**config.mk**
```make
export PLATFORM = sky130hd
export DESIGN_NAME = pipeline_hazard_ctrl
export DESIGN_NICKNAME = d
export VERILOG_FILES = /design/src/rtl/pipeline_hazard_ctrl.sv
export SDC_FILE = /design/constraint.sdc
export NUM_CORES = 1
export LEC_CHECK = 0
export BUFFER_PORTS_ARGS = -buffer_cell sky130_fd_sc_hd__clkbuf_2
export CORE_UTILIZATION = 43
export CTS_CLUSTER_SIZE = 28
export DETAILED_ROUTE_END_ITERATION = 10
export GPL_TIMING_DRIVEN = 0
export PLACE_DENSITY = 0.76
export SKIP_CTS_REPAIR_TIMING = 1
export SYNTH_ARGS = -nofsm -noshare
export SYNTH_HDL_FRONTEND = slang
export SYNTH_SLANG_ARGS = --single-unit
```
**constraint.sdc**
```tcl
create_clock -name clk -period 2.4 [get_ports clk]
set_input_delay 0.48 -clock clk [delete_from_list [all_inputs] [get_ports clk]]
set_output_delay 0.48 -clock clk [all_outputs]
set_load 0.01 [all_outputs]
```
**src/rtl/pipeline_hazard_ctrl.sv**
```systemverilog
// pipeline_hazard_ctrl: operand forwarding, load-use stall, dmem wait
// freeze and redirect flush sequencing for the 5-stage RV32 pipeline.
module pipeline_hazard_ctrl #(
    parameter int REG_AW      = 5,
    parameter int LOAD_LAT    = 1,
    parameter int FLUSH_EXTRA = 0,
    parameter int FWD_EN      = 1
) (
    input  logic              clk,
    input  logic              rst_n,
    input  logic [REG_AW-1:0] de_adr1,
    input  logic [REG_AW-1:0] de_adr2,
    input  logic              de_rs1_used,
    input  logic              de_rs2_used,
    input  logic [REG_AW-1:0] ex_rd,
    input  logic [REG_AW-1:0] mem_rd,
    input  logic [REG_AW-1:0] wb_rd,
    input  logic              ex_regWrite,
    input  logic              mem_regWrite,
    input  logic              wb_regWrite,
    input  logic              ex_is_load,
    input  logic              mem_is_jal,
    input  logic              mem_access,
    input  logic              dmem_ready,
    input  logic              ex_redirect,
    output logic [1:0]        fsel1,
    output logic [1:0]        fsel2,
    output logic              stall_if,
    output logic              stall_de,
    output logic              bubble_ex,
    output logic              flush_de,
    output logic              freeze,
    output logic [1:0]        hz_state
);

    typedef enum logic [1:0] {
        RUN    = 2'd0,
        LSTALL = 2'd1,
        MWAIT  = 2'd2,
        FLUSH  = 2'd3
    } state_t;

    localparam logic [2:0] LS_INIT = 3'(LOAD_LAT - 1);
    localparam logic [2:0] FL_INIT = 3'(FLUSH_EXTRA);
    localparam logic       USE_FWD = (FWD_EN != 0);

    state_t     state;
    state_t     saved;
    logic [2:0] cnt;
    logic       mwait;
    logic       load_use;
    logic       raw;
    logic [1:0] fs1;
    logic [1:0] fs2;

    function automatic logic hit(
        input logic [REG_AW-1:0] rd,
        input logic              we,
        input logic              used,
        input logic [REG_AW-1:0] adr
    );
        return we && used && (rd != '0) && (rd == adr);
    endfunction

    // Hazard conditions seen by the DE-stage instruction this cycle
    always_comb begin
        mwait    = mem_access & ~dmem_ready;
        load_use = ex_is_load &
                   (hit(ex_rd, 1'b1, de_rs1_used, de_adr1) |
                    hit(ex_rd, 1'b1, de_rs2_used, de_adr2));
        raw      = ~USE_FWD &
                   (hit(ex_rd,  ex_regWrite,  de_rs1_used, de_adr1) |
                    hit(ex_rd,  ex_regWrite,  de_rs2_used, de_adr2) |
                    hit(mem_rd, mem_regWrite, de_rs1_used, de_adr1) |
                    hit(mem_rd, mem_regWrite, de_rs2_used, de_adr2) |
                    hit(wb_rd,  wb_regWrite,  de_rs1_used, de_adr1) |
                    hit(wb_rd,  wb_regWrite,  de_rs2_used, de_adr2));
    end

    // Operand mux selects, EX result wins over MEM result
    always_comb begin
        fs1 = 2'b00;
        fs2 = 2'b00;
        if (USE_FWD) begin
            if (hit(ex_rd, ex_regWrite, de_rs1_used, de_adr1))
                fs1 = 2'b01;
            else if (hit(mem_rd, mem_regWrite, de_rs1_used, de_adr1))
                fs1 = mem_is_jal ? 2'b11 : 2'b10;
            if (hit(ex_rd, ex_regWrite, de_rs2_used, de_adr2))
                fs2 = 2'b01;
            else if (hit(mem_rd, mem_regWrite, de_rs2_used, de_adr2))
                fs2 = mem_is_jal ? 2'b11 : 2'b10;
        end
    end

    // Pipeline control for this cycle; all quiet while reset is held
    always_comb begin
        fsel1     = 2'b00;
        fsel2     = 2'b00;
        stall_if  = 1'b0;
        stall_de  = 1'b0;
        bubble_ex = 1'b0;
        flush_de  = 1'b0;
        freeze    = 1'b0;
        if (rst_n) begin
            fsel1 = fs1;
            fsel2 = fs2;
            if (mwait) begin
                freeze   = 1'b1;
                stall_if = 1'b1;
                stall_de = 1'b1;
            end else begin
                unique case (state)
                    RUN: begin
                        if (ex_redirect) begin
                            flush_de  = 1'b1;
                            bubble_ex = 1'b1;
                        end else if (load_use || raw) begin
                            stall_if  = 1'b1;
                            stall_de  = 1'b1;
                            bubble_ex = 1'b1;
                        end
                    end
                    LSTALL: begin
                        stall_if  = 1'b1;
                        stall_de  = 1'b1;
                        bubble_ex = 1'b1;
                    end
                    FLUSH: begin
                        flush_de  = 1'b1;
                        bubble_ex = ex_redirect;
                    end
                    MWAIT: begin
                    end
                endcase
            end
        end
    end

    // Sequencer: memory wait parks the current state and counter
    always_ff @(posedge clk or negedge rst_n) begin
        if (!rst_n) begin
            state <= RUN;
            saved <= RUN;
            cnt   <= 3'd0;
        end else if (mwait) begin
            if (state != MWAIT)
                saved <= state;
            state <= MWAIT;
        end else begin
            unique case (state)
                RUN: begin
                    if (ex_redirect) begin
                        if (FLUSH_EXTRA > 0) begin
                            state <= FLUSH;
                            cnt   <= FL_INIT;
                        end
                    end else if (load_use) begin
                        if (LOAD_LAT > 1) begin
                            state <= LSTALL;
                            cnt   <= LS_INIT;
                        end
                    end
                end
                LSTALL: begin
                    cnt <= cnt - 3'd1;
                    if (cnt <= 3'd1)
                        state <= RUN;
                end
                FLUSH: begin
                    if (ex_redirect) begin
                        cnt <= FL_INIT;
                    end else begin
                        cnt <= cnt - 3'd1;
                        if (cnt <= 3'd1)
                            state <= RUN;
                    end
                end
                MWAIT: state <= saved;
            endcase
        end
    end

    assign hz_state = state;

endmodule
```
==> results of run 1 <==
## cell type report
type	instances	area, um^2
inverter	9	33.78
tap	25	31.28
buffer	2	11.26
timing repair buffer	42	229.0
clock buffer	4	26.28
multi-input combinational	84	648.1
fill	162	628.1
sequential	7	175.2
## synth_stat cells, types with 2 or more instances
cell | number | area share, %
nor2b_1 | 2 | 1.5
nand3_1 | 4 | 2.4
o21ai_1 | 3 | 1.8
ha_1 | 6 | 9.0
nor3_1 | 2 | 1.2
nand4_1 | 3 | 2.2
a32o_1 | 2 | 2.4
nor4_1 | 4 | 3.0
mux2_1 | 3 | 4.0
o21ai_0 | 4 | 2.4
a221o_1 | 2 | 2.4
nand2_1 | 8 | 3.6
inv_1 | 8 | 3.6
or4_1 | 2 | 1.8
nor2_1 | 9 | 4.0
xor2_1 | 5 | 5.2
xnor2_1 | 8 | 8.4
dfrtp_1 | 7 | 21
a21oi_1 | 4 | 2.4
## flip-flops by register name, indices dropped and copies added (netlist names)
| register | flops |
|---|---|
| cnt | 3 |
| hz_state | 2 |
| saved | 2 |
## worst min-delay path by stage
stage / startpoint / to / slack, ns
after floorplan: rst_n / cnt[0] / 0.18
after global placement: rst_n / cnt[1] / 0.38
after detailed placement: rst_n / cnt[1] / 0.38
after CTS: rst_n / cnt[1] / 0.11
after global routing: rst_n / cnt[1] / 0.11
final: rst_n / cnt[1] / 0.10
## stage by stage
step	TNS, ns	hold slack, ns	setup WS (ns)	cells	power [mW]
floorplan	0	0.1844	0.2252	102	0.2804
global placement	-0.04896	0.3762	-0.04550	168	0.3542
detailed placement	-0.1429	0.3794	-0.07549	168	0.3629
CTS	-0.1407	0.1087	-0.07468	172	0.4717
global route	-0.2515	0.1125	-0.1162	173	0.5237
finish	-0.09416	0.1005	-0.07190	173	0.4828
## kinds of logic after synthesis
family	count (synthesis)	share of synthesized area, %
flip-flops	7	20.96
XOR/XNOR	14	16.92
multiplexers	4	5.239
buffers and inverters	11	5.389
adder cells (fa/ha/maj)	6	8.982
AND/OR/NAND/NOR	37	22.46
AO/OA/AOI/OAI	23	20.06
## power by group through the flow
stage          Sequential (mW)  Combinational [mW]  Clock (mW)
2_1_floorplan            0.158               0.123           0
6_report                 0.156               0.216       0.110
4_1_cts                  0.156               0.206       0.110
3_5_place_dp             0.158               0.205           0
5_1_grt                  0.159               0.240       0.124
3_3_place_gp             0.157               0.197           0
## metal layers
layer | vias up | GRT usage [%] | part of all wire (%)
met2 | 32 | 40.56 | 51
met1 | 441 | 26.02 | 42
li1 | 464 | - | -
met3 | 4 | 5.490 | 4.5
met4 | 0 | 7.647 | 1.9
met5 | - | 0 | 0
## layout by cell type (no fill, tap or decap), types with 2 or more instances in the layout
master    netlist  layout
a221o_1         2       2
nor2_1          9       8
clkbuf_1        1       2
inv_1           8       7
mux2_1          3       3
nand3_1         4       4
inv_2           1       2
nand4_1         3       3
buf_4           1       2
dfrtp_1         7       7
nor4_1          4       2
xor2_1          5       5
o21ai_1         3       3
nor4_2          0       2
xnor2_1         8       8
nor3_1          2       2
nand2_1         8       8
a21oi_1         4       4
ha_1            6       6
clkbuf_2        0      38
clkbuf_4        0       3
o21ai_0         4       4
a32o_1          2       2
==> results.sh, run 1 <==
export IMPL_status="finished, violations left"
export IMPL_violations="negative setup slack"
export IMPL_area_growth_syn_to_layout_pct=38.17
export IMPL_power_leakage_nw=0.5565
export IMPL_p_sw_uw=183.2
export IMPL_cts_buffers=3
export IMPL_num_rows=15
export IMPL_endpoint="fsel2[1]"
export IMPL_crit_type="in2out"
export IMPL_die_area_um2=2124
export IMPL_synth_edf_count=0
export IMPL_layout_drive_gt1_share_pct=39.19
export IMPL_viasPerCell=5.439
export IMPL_clk_pin_slew_ns=0.06
export IMPL_worstMarginPinSlew_ns=0.3907
export IMPL_place_area_um2=1072
export IMPL_ys_seq_area_share_pct=20.96
export IMPL_slew_limit_headroom_pct=73.73
export IMPL_timing_final_ws_setup_ns=-0.07190
export IMPL_clockBufferDepth=2
export IMPL_grt_ovfl_total=0
export IMPL_avgSynthCellArea_um2=8.194
export IMPL_io_pins=48
export IMPL_core_area_um2=1783
export IMPL_die_y_um=46.09
export IMPL_post_route_cell_area_um2=1155
export IMPL_path_cells="buf_8 -> nor2b_4 -> a221o_1 -> or4_4 -> nor3_4 -> a21boi_2 -> buf_2"
export IMPL_finalCritPeriodShare_pct=103.0
export IMPL_routedWlPerCell_um=13.38
export IMPL_syn_inst=102
export IMPL_final_core_util_pct=64.77
export IMPL_nets=192
export IMPL_cts_root_buffer="clkbuf_4"
export IMPL_switching_share_pct=37.95
export IMPL_path_delay_family="simple AND/OR/NAND/NOR gates"
export IMPL_maxCapViolCount=0
export IMPL_antenna_found_initial=0
export IMPL_fmax_ghz=0.4045
export IMPL_ys_warn_count=0
export IMPL_internal_power_uw=299.5
export IMPL_start_util_pct=46.88
export IMPL_ff2ff_path_depth=5
export IMPL_wirelength_mm=2.314
export IMPL_chipWidth_um=46.09
export IMPL_drtIter0Drc=9
export IMPL_grt_pass1_vias=866
export IMPL_p_seq_share_pct=32.4
export IMPL_ff2ff_setup_slack_ns=0.76
export IMPL_syn_num_nets=145
export IMPL_clk_latency_ns=0.26
export IMPL_p_clk_share_pct=22.8
export IMPL_reg2reg_to="cnt[0]"
export IMPL_setup_viol=2
export IMPL_numPortBuffers=41
export IMPL_dp_hpwl_mm=1.787
export IMPL_critical_path_required_ns=1.92
export IMPL_clock_sinks=7
export IMPL_grt_max_degree=15
export IMPL_cp_start_kind="input port"
export IMPL_yosysUniqueCellTypes=35
export IMPL_ir_worst_vdd_uv=302.6
export IMPL_min_period_ns=2.472
export IMPL_syn_area_um2=835.8
export IMPL_cpPeakStageDelay_ns=0.53
export IMPL_crit_cells=7
export IMPL_maxSlewViolCount=0
export IMPL_grt_pass1_wl_mm=3.477
export IMPL_h_tree_depth=1
export IMPL_critPathCaptureType="output pin"
export IMPL_reg2reg_from="hz_state[1]"
export IMPL_num_vias=941
export IMPL_rsz0062_at_grt="true"
export IMPL_crit_start="de_adr2[1]"
export IMPL_crit_arrival_ns=1.99
export IMPL_ant_nets=0
export IMPL_combPwrFrac_pct=44.8
export IMPL_final_hold_viol_count=0
export IMPL_cp_max_fo=3
export IMPL_power_density_nw_per_um2=418.0
export IMPL_gp_congestion=0.9104
export IMPL_grt_use_total_pct=22.68
export IMPL_synthFlopType="dfrtp_1"
export IMPL_tritoncts="done"
export IMPL_ys_async_sr_fraction_pct=100.0
export IMPL_finClkSkew_ns=0.01099
export IMPL_antennaDiodeCount=0
export IMPL_dr_pass1_iters=4
export IMPL_drc_errors=0
export IMPL_cp_slowest_cell="or4_4"
export IMPL_holdCritPathClass="in2async"
export IMPL_ys_ff_latch=7
export IMPL_cp_num_buf_inv=2
(Power assumes the default switching activity.)
==> run 2, diff against run 1 <==
- SETUP_SLACK_MARGIN: not set -> 0.5
==> run 2 against run 1 <==
The flow still finishes with violations (negative setup slack). Flip-flop and latch count stayed put. Count of clock-buffer cells in the layout stayed put. Utilization is 8.1 points higher. Sequential power hardly changed. Critical path depth stayed put. Critical endpoint unchanged. Highest routed layer unchanged. Setup slack better by 0.0021 ns. Non-clock buffer count is 5 higher. Clock power hardly changed. Largest power group unchanged. Critical path type unchanged. Largest cell class unchanged.
==> results.sh, run 2 (synthesized netlist as in run 1, its figures left out) <==
export IMPL_crit_arrival_ns=1.99
export IMPL_finClkSkew_ns=0.007938
export IMPL_antennaDiodeCount=0
export IMPL_cp_num_buf_inv=2
export IMPL_timing_final_ws_setup_ns=-0.06985
export IMPL_chipWidth_um=46.09
export IMPL_io_pins=48
export IMPL_largest_reg_flops=3
export IMPL_critPathCaptureType="output pin"
export IMPL_grt_max_degree=15
export IMPL_maxSlewViolCount=0
export IMPL_worstMarginPinSlew_ns=0.4248
export IMPL_clk_pin_slew_ns=0.06
export IMPL_start_util_pct=46.88
export IMPL_slew_limit_headroom_pct=71.38
export IMPL_path_delay_family="simple AND/OR/NAND/NOR gates"
export IMPL_finalSetupTns_ns=-0.08203
export IMPL_crit_type="in2out"
export IMPL_regMostFlops="cnt"
export IMPL_cts_root_buffer="clkbuf_4"
export IMPL_clock_sinks=7
export IMPL_ff2ff_path_depth=7
export IMPL_routedWlPerCell_um=13.22
export IMPL_num_vias=961
export IMPL_rsz0062_at_grt="true"
export IMPL_final_common_cell="clkbuf_2"
export IMPL_min_period_ns=2.470
export IMPL_crit_start="de_adr2[1]"
export IMPL_dp_hpwl_mm=1.804
export IMPL_h_tree_depth=1
export IMPL_grt_ovfl_total=0
export IMPL_dr_pass1_iters=4
export IMPL_viasPerCell=5.399
export IMPL_final_core_util_pct=72.84
export IMPL_violations="negative setup slack"
export IMPL_holdCritPathClass="in2async"
export IMPL_final_hold_viol_count=0
export IMPL_ant_nets=0
export IMPL_grt_use_total_pct=20.91
export IMPL_drtIter0Drc=24
export IMPL_maxCapViolCount=0
export IMPL_path_cells="buf_8 -> nor2b_4 -> a221o_1 -> or4_4 -> nor3_4 -> a21boi_2 -> buf_2"
export IMPL_power_leakage_nw=0.6142
export IMPL_reg2reg_to="hz_state[0]"
export IMPL_num_rows=15
export IMPL_wirelength_mm=2.354
export IMPL_reg2reg_from="hz_state[1]"
export IMPL_die_area_um2=2124
export IMPL_grt_pass1_vias=770
export IMPL_place_area_um2=1120
export IMPL_antenna_found_initial=0
export IMPL_clockBufferDepth=2
export IMPL_core_area_um2=1783
export IMPL_ff2ff_setup_slack_ns=0.85
export IMPL_cp_slowest_cell="or4_4"
export IMPL_drc_errors=0
export IMPL_power_density_nw_per_um2=411.1
export IMPL_nets=197
export IMPL_critical_path_required_ns=1.92
export IMPL_setup_viol=2
export IMPL_cp_start_kind="input port"
export IMPL_ir_worst_vdd_uv=356.8
export IMPL_mostFrequentLayoutCells="clkbuf_2, xnor2_1, nand2_1"
export IMPL_die_y_um=46.09
export IMPL_post_route_cell_area_um2=1299
export IMPL_whs_ns=0.08514
export IMPL_layout_drive_gt1_share_pct=49.67
export IMPL_cts_buffers=3
export IMPL_dpl_worst_slack_ns=-0.06447
export IMPL_cpPeakStageDelay_ns=0.53
export IMPL_tritoncts="done"
export IMPL_grt_pass1_wl_mm=3.201
export IMPL_gp_congestion=0.8411
export IMPL_area_growth_syn_to_layout_pct=55.39
export IMPL_numPortBuffers=41
export IMPL_cp_max_fo=3
export IMPL_fmax_ghz=0.4049
export IMPL_clk_latency_ns=0.26
export IMPL_finalCritPeriodShare_pct=102.9
export IMPL_status="finished, violations left"
-- run 2: changes by cell type in the layout (fill, tap and decap cells not counted), moves of 2 or more --
cell / before / now
buf_2: 1 / 6
buf_4: 2 / 7
buf_6: 1 / 4
clkbuf_2: 38 / 28
clkbuf_4: 3 / 5
dfrtp_1: 7 / 5
dfrtp_2: 0 / 2
nor4_4: 0 / 2
o21ai_2: 0 / 2
-- run 2: area by class of cell --
class | count | area (um^2)
multi-input cells | 84 | 716.9
flip-flops and latches | 7 | 177.7
repair buffers | 47 | 297.8
plain buffers | 2 | 15.01
fillers | 130 | 484.2
clock buffers | 4 | 26.28
inverters | 9 | 33.78
well taps | 25 | 31.28
-- run 2: where the power goes --
group | internal (mW) | total, mW | switching [mW]
registers | 0.139 | 0.156 | 0.0167
logic | 0.131 | 0.269 | 0.138
clock network | 0.0636 | 0.109 | 0.0457
-- run 2: per-stage QoR --
stage | total power, mW | instances
after floorplan | 0.2870 | 102
after global placement | 0.3611 | 168
after detailed placement | 0.3727 | 168
after CTS | 0.4824 | 172
after global routing | 0.5676 | 178
final | 0.5339 | 178
-- run 2: layer usage --
layer  vias up  wire length [um]  GRT usage [%]
met2        33              1165          33.24
met3         5               108          4.314
met5         -                 0              0
met4         0                23          5.882
li1        473                 -              -
met1       450              1057          28.50
-- run 2: worst max-delay path by stage --
stage,to,cells past startpoint,slack [ns]
after floorplan,fsel2[1],5,0.23
after global placement,fsel2[1],7,-0.05
after detailed placement,fsel2[1],7,-0.06
after CTS,fsel2[1],7,-0.07
after global routing,fsel2[1],7,-0.11
final,fsel2[1],7,-0.07
==> run 3, diff against run 2 <==
- SKIP_LAST_GASP: not set -> 1
==> run 3 against run 2 <==
The run still ends with negative setup slack left. Total power decreased by 0.73%. Critical path depth unchanged. Critical endpoint unchanged. Design area decreased by 2.0%. Flip-flop and latch count unchanged. Non-clock buffer count unchanged. Count of clock-buffer cells in the layout unchanged. Setup slack improved by 0.0076 ns. Critical path type unchanged. Utilization decreased by 1.5 points. Clock skew increased by 0.0019 ns. Combinational power decreased by 1%.
==> results.sh, run 3 (synthesized netlist as in run 1, its figures left out) <==
export IMPL_status="finished, violations left"
export IMPL_violations="negative setup slack"
export IMPL_cp_start_kind="input port"
export IMPL_cpPeakStageDelay_ns=0.52
export IMPL_cts_root_buffer="clkbuf_4"
export IMPL_layout_drive_gt1_share_pct=49.02
export IMPL_routedWlPerCell_um=13.79
export IMPL_cp_num_buf_inv=2
export IMPL_clock_sinks=7
export IMPL_min_period_ns=2.462
export IMPL_antenna_found_initial=0
export IMPL_multi_input_area_um2=703.2
export IMPL_h_tree_depth=1
export IMPL_fmax_ghz=0.4061
export IMPL_slew_limit_headroom_pct=71.51
export IMPL_clk_pin_slew_ns=0.06
export IMPL_nets=197
export IMPL_crit_type="in2out"
export IMPL_final_hold_viol_count=0
export IMPL_num_rows=15
export IMPL_die_y_um=46.09
export IMPL_finalPower_uw=530.0
export IMPL_viasPerCell=5.371
export IMPL_drtIter0Drc=18
export IMPL_grt_ovfl_total=0
export IMPL_crit_arrival_ns=1.98
export IMPL_num_vias=956
export IMPL_path_delay_family="simple AND/OR/NAND/NOR gates"
export IMPL_power_density_nw_per_um2=416.5
export IMPL_mostFrequentLayoutCells="clkbuf_2, xnor2_1, nand2_1"
export IMPL_dp_cells=168
export IMPL_grt_use_total_pct=20.91
export IMPL_io_pins=48
export IMPL_timing_final_ws_setup_ns=-0.06228
export IMPL_grt_max_degree=15
export IMPL_ant_nets=0
export IMPL_chipWidth_um=46.09
export IMPL_regArea_um2=177.7
export IMPL_dr_pass1_iters=4
export IMPL_fill_cells=140
export IMPL_clockBufferDepth=2
export IMPL_regMostFlops="cnt"
export IMPL_cp_slowest_cell="or4_4"
export IMPL_maxCapViolCount=0
export IMPL_numPortBuffers=41
export IMPL_clk_latency_ns=0.26
export IMPL_final_core_util_pct=71.37
export IMPL_setup_viol=2
export IMPL_path_cells="buf_8 -> nor2b_4 -> a221o_1 -> or4_4 -> nor3_4 -> a21boi_2 -> buf_2"
export IMPL_critPathCaptureType="output pin"
export IMPL_die_area_um2=2124
export IMPL_finalCritPeriodShare_pct=102.6
export IMPL_final_cells=178
export IMPL_power_leakage_nw=0.6046
export IMPL_gp_congestion=0.8411
export IMPL_rsz0062_at_grt="true"
export IMPL_antennaDiodeCount=0
export IMPL_maxSlewViolCount=0
export IMPL_drc_errors=0
export IMPL_final_common_cell="clkbuf_2"
export IMPL_dp_hpwl_mm=1.804
export IMPL_finalSetupTns_ns=-0.08067
export IMPL_wirelength_mm=2.454
export IMPL_cp_max_fo=3
export IMPL_dpl_worst_slack_ns=-0.06447
export IMPL_area_growth_syn_to_layout_pct=52.25
export IMPL_ir_worst_vdd_uv=354.7
export IMPL_finClkSkew_ns=0.009880
export IMPL_holdCritPathClass="in2async"
export IMPL_tritoncts="done"
export IMPL_critical_path_required_ns=1.92
export IMPL_cts_buffers=3
export IMPL_grt_pass1_vias=770
export IMPL_grt_pass1_wl_mm=3.201
export IMPL_largest_reg_flops=3
export IMPL_start_util_pct=46.88
export IMPL_core_area_um2=1783
export IMPL_worstMarginPinSlew_ns=0.4238
==> run 3: area by class of cell <==
cell class | count | share of cell area [%]
Clock buffer | 4 | 2.065
Tap cell | 25 | 2.458
Inverter | 9 | 2.655
Buffer | 2 | 1.180
Multi-Input combinational cell | 84 | 55.26
Sequential cell | 7 | 13.96
Timing Repair Buffer | 47 | 22.42
==> run 3: routing by layer <==
layer / wire length [um] / global-route usage [%] / up-vias / part of all wire (%)
met4: 15 / 5.882 / 0 / 0.61
li1: - / - / 472 / -
met2: 1262 / 33.24 / 34 / 51
met3: 103 / 4.314 / 4 / 4.2
met1: 1072 / 28.50 / 446 / 44
met5: 0 / 0 / - / 0
==> run 3: per-stage QoR <==
stage                     hold WS (ns)  instance area [um^2]
after floorplan                 0.1844                 883.3
after global placement          0.3747                  1120
after detailed placement        0.3791                  1120
after CTS                       0.1045                  1146
after global routing           0.07978                  1272
final                          0.07913                  1272
==> run 3: report_power, final <==
group	switching, mW	internal, mW	leakage, nW
Combinational	0.136	0.129	0.504
Clock	0.0462	0.0636	0.0150
Sequential	0.0163	0.139	0.0852
Total	0.199	0.331	0.605
==> run 3: worst paths after layout <==
check	start	endpoint	slack (ns)	cells after the start
worst max-delay path	de_adr2[1]	fsel2[1]	-0.06	7
worst min-delay path	rst_n	cnt[2]	0.08	1
worst max register to register	hz_state[1]	cnt[0]	0.83	5
worst min register to register	saved[1]	saved[1]	0.49	1
max in group asynchronous	rst_n	hz_state[0]	2.13	1
min in group clk	saved[1]	saved[1]	0.49	1
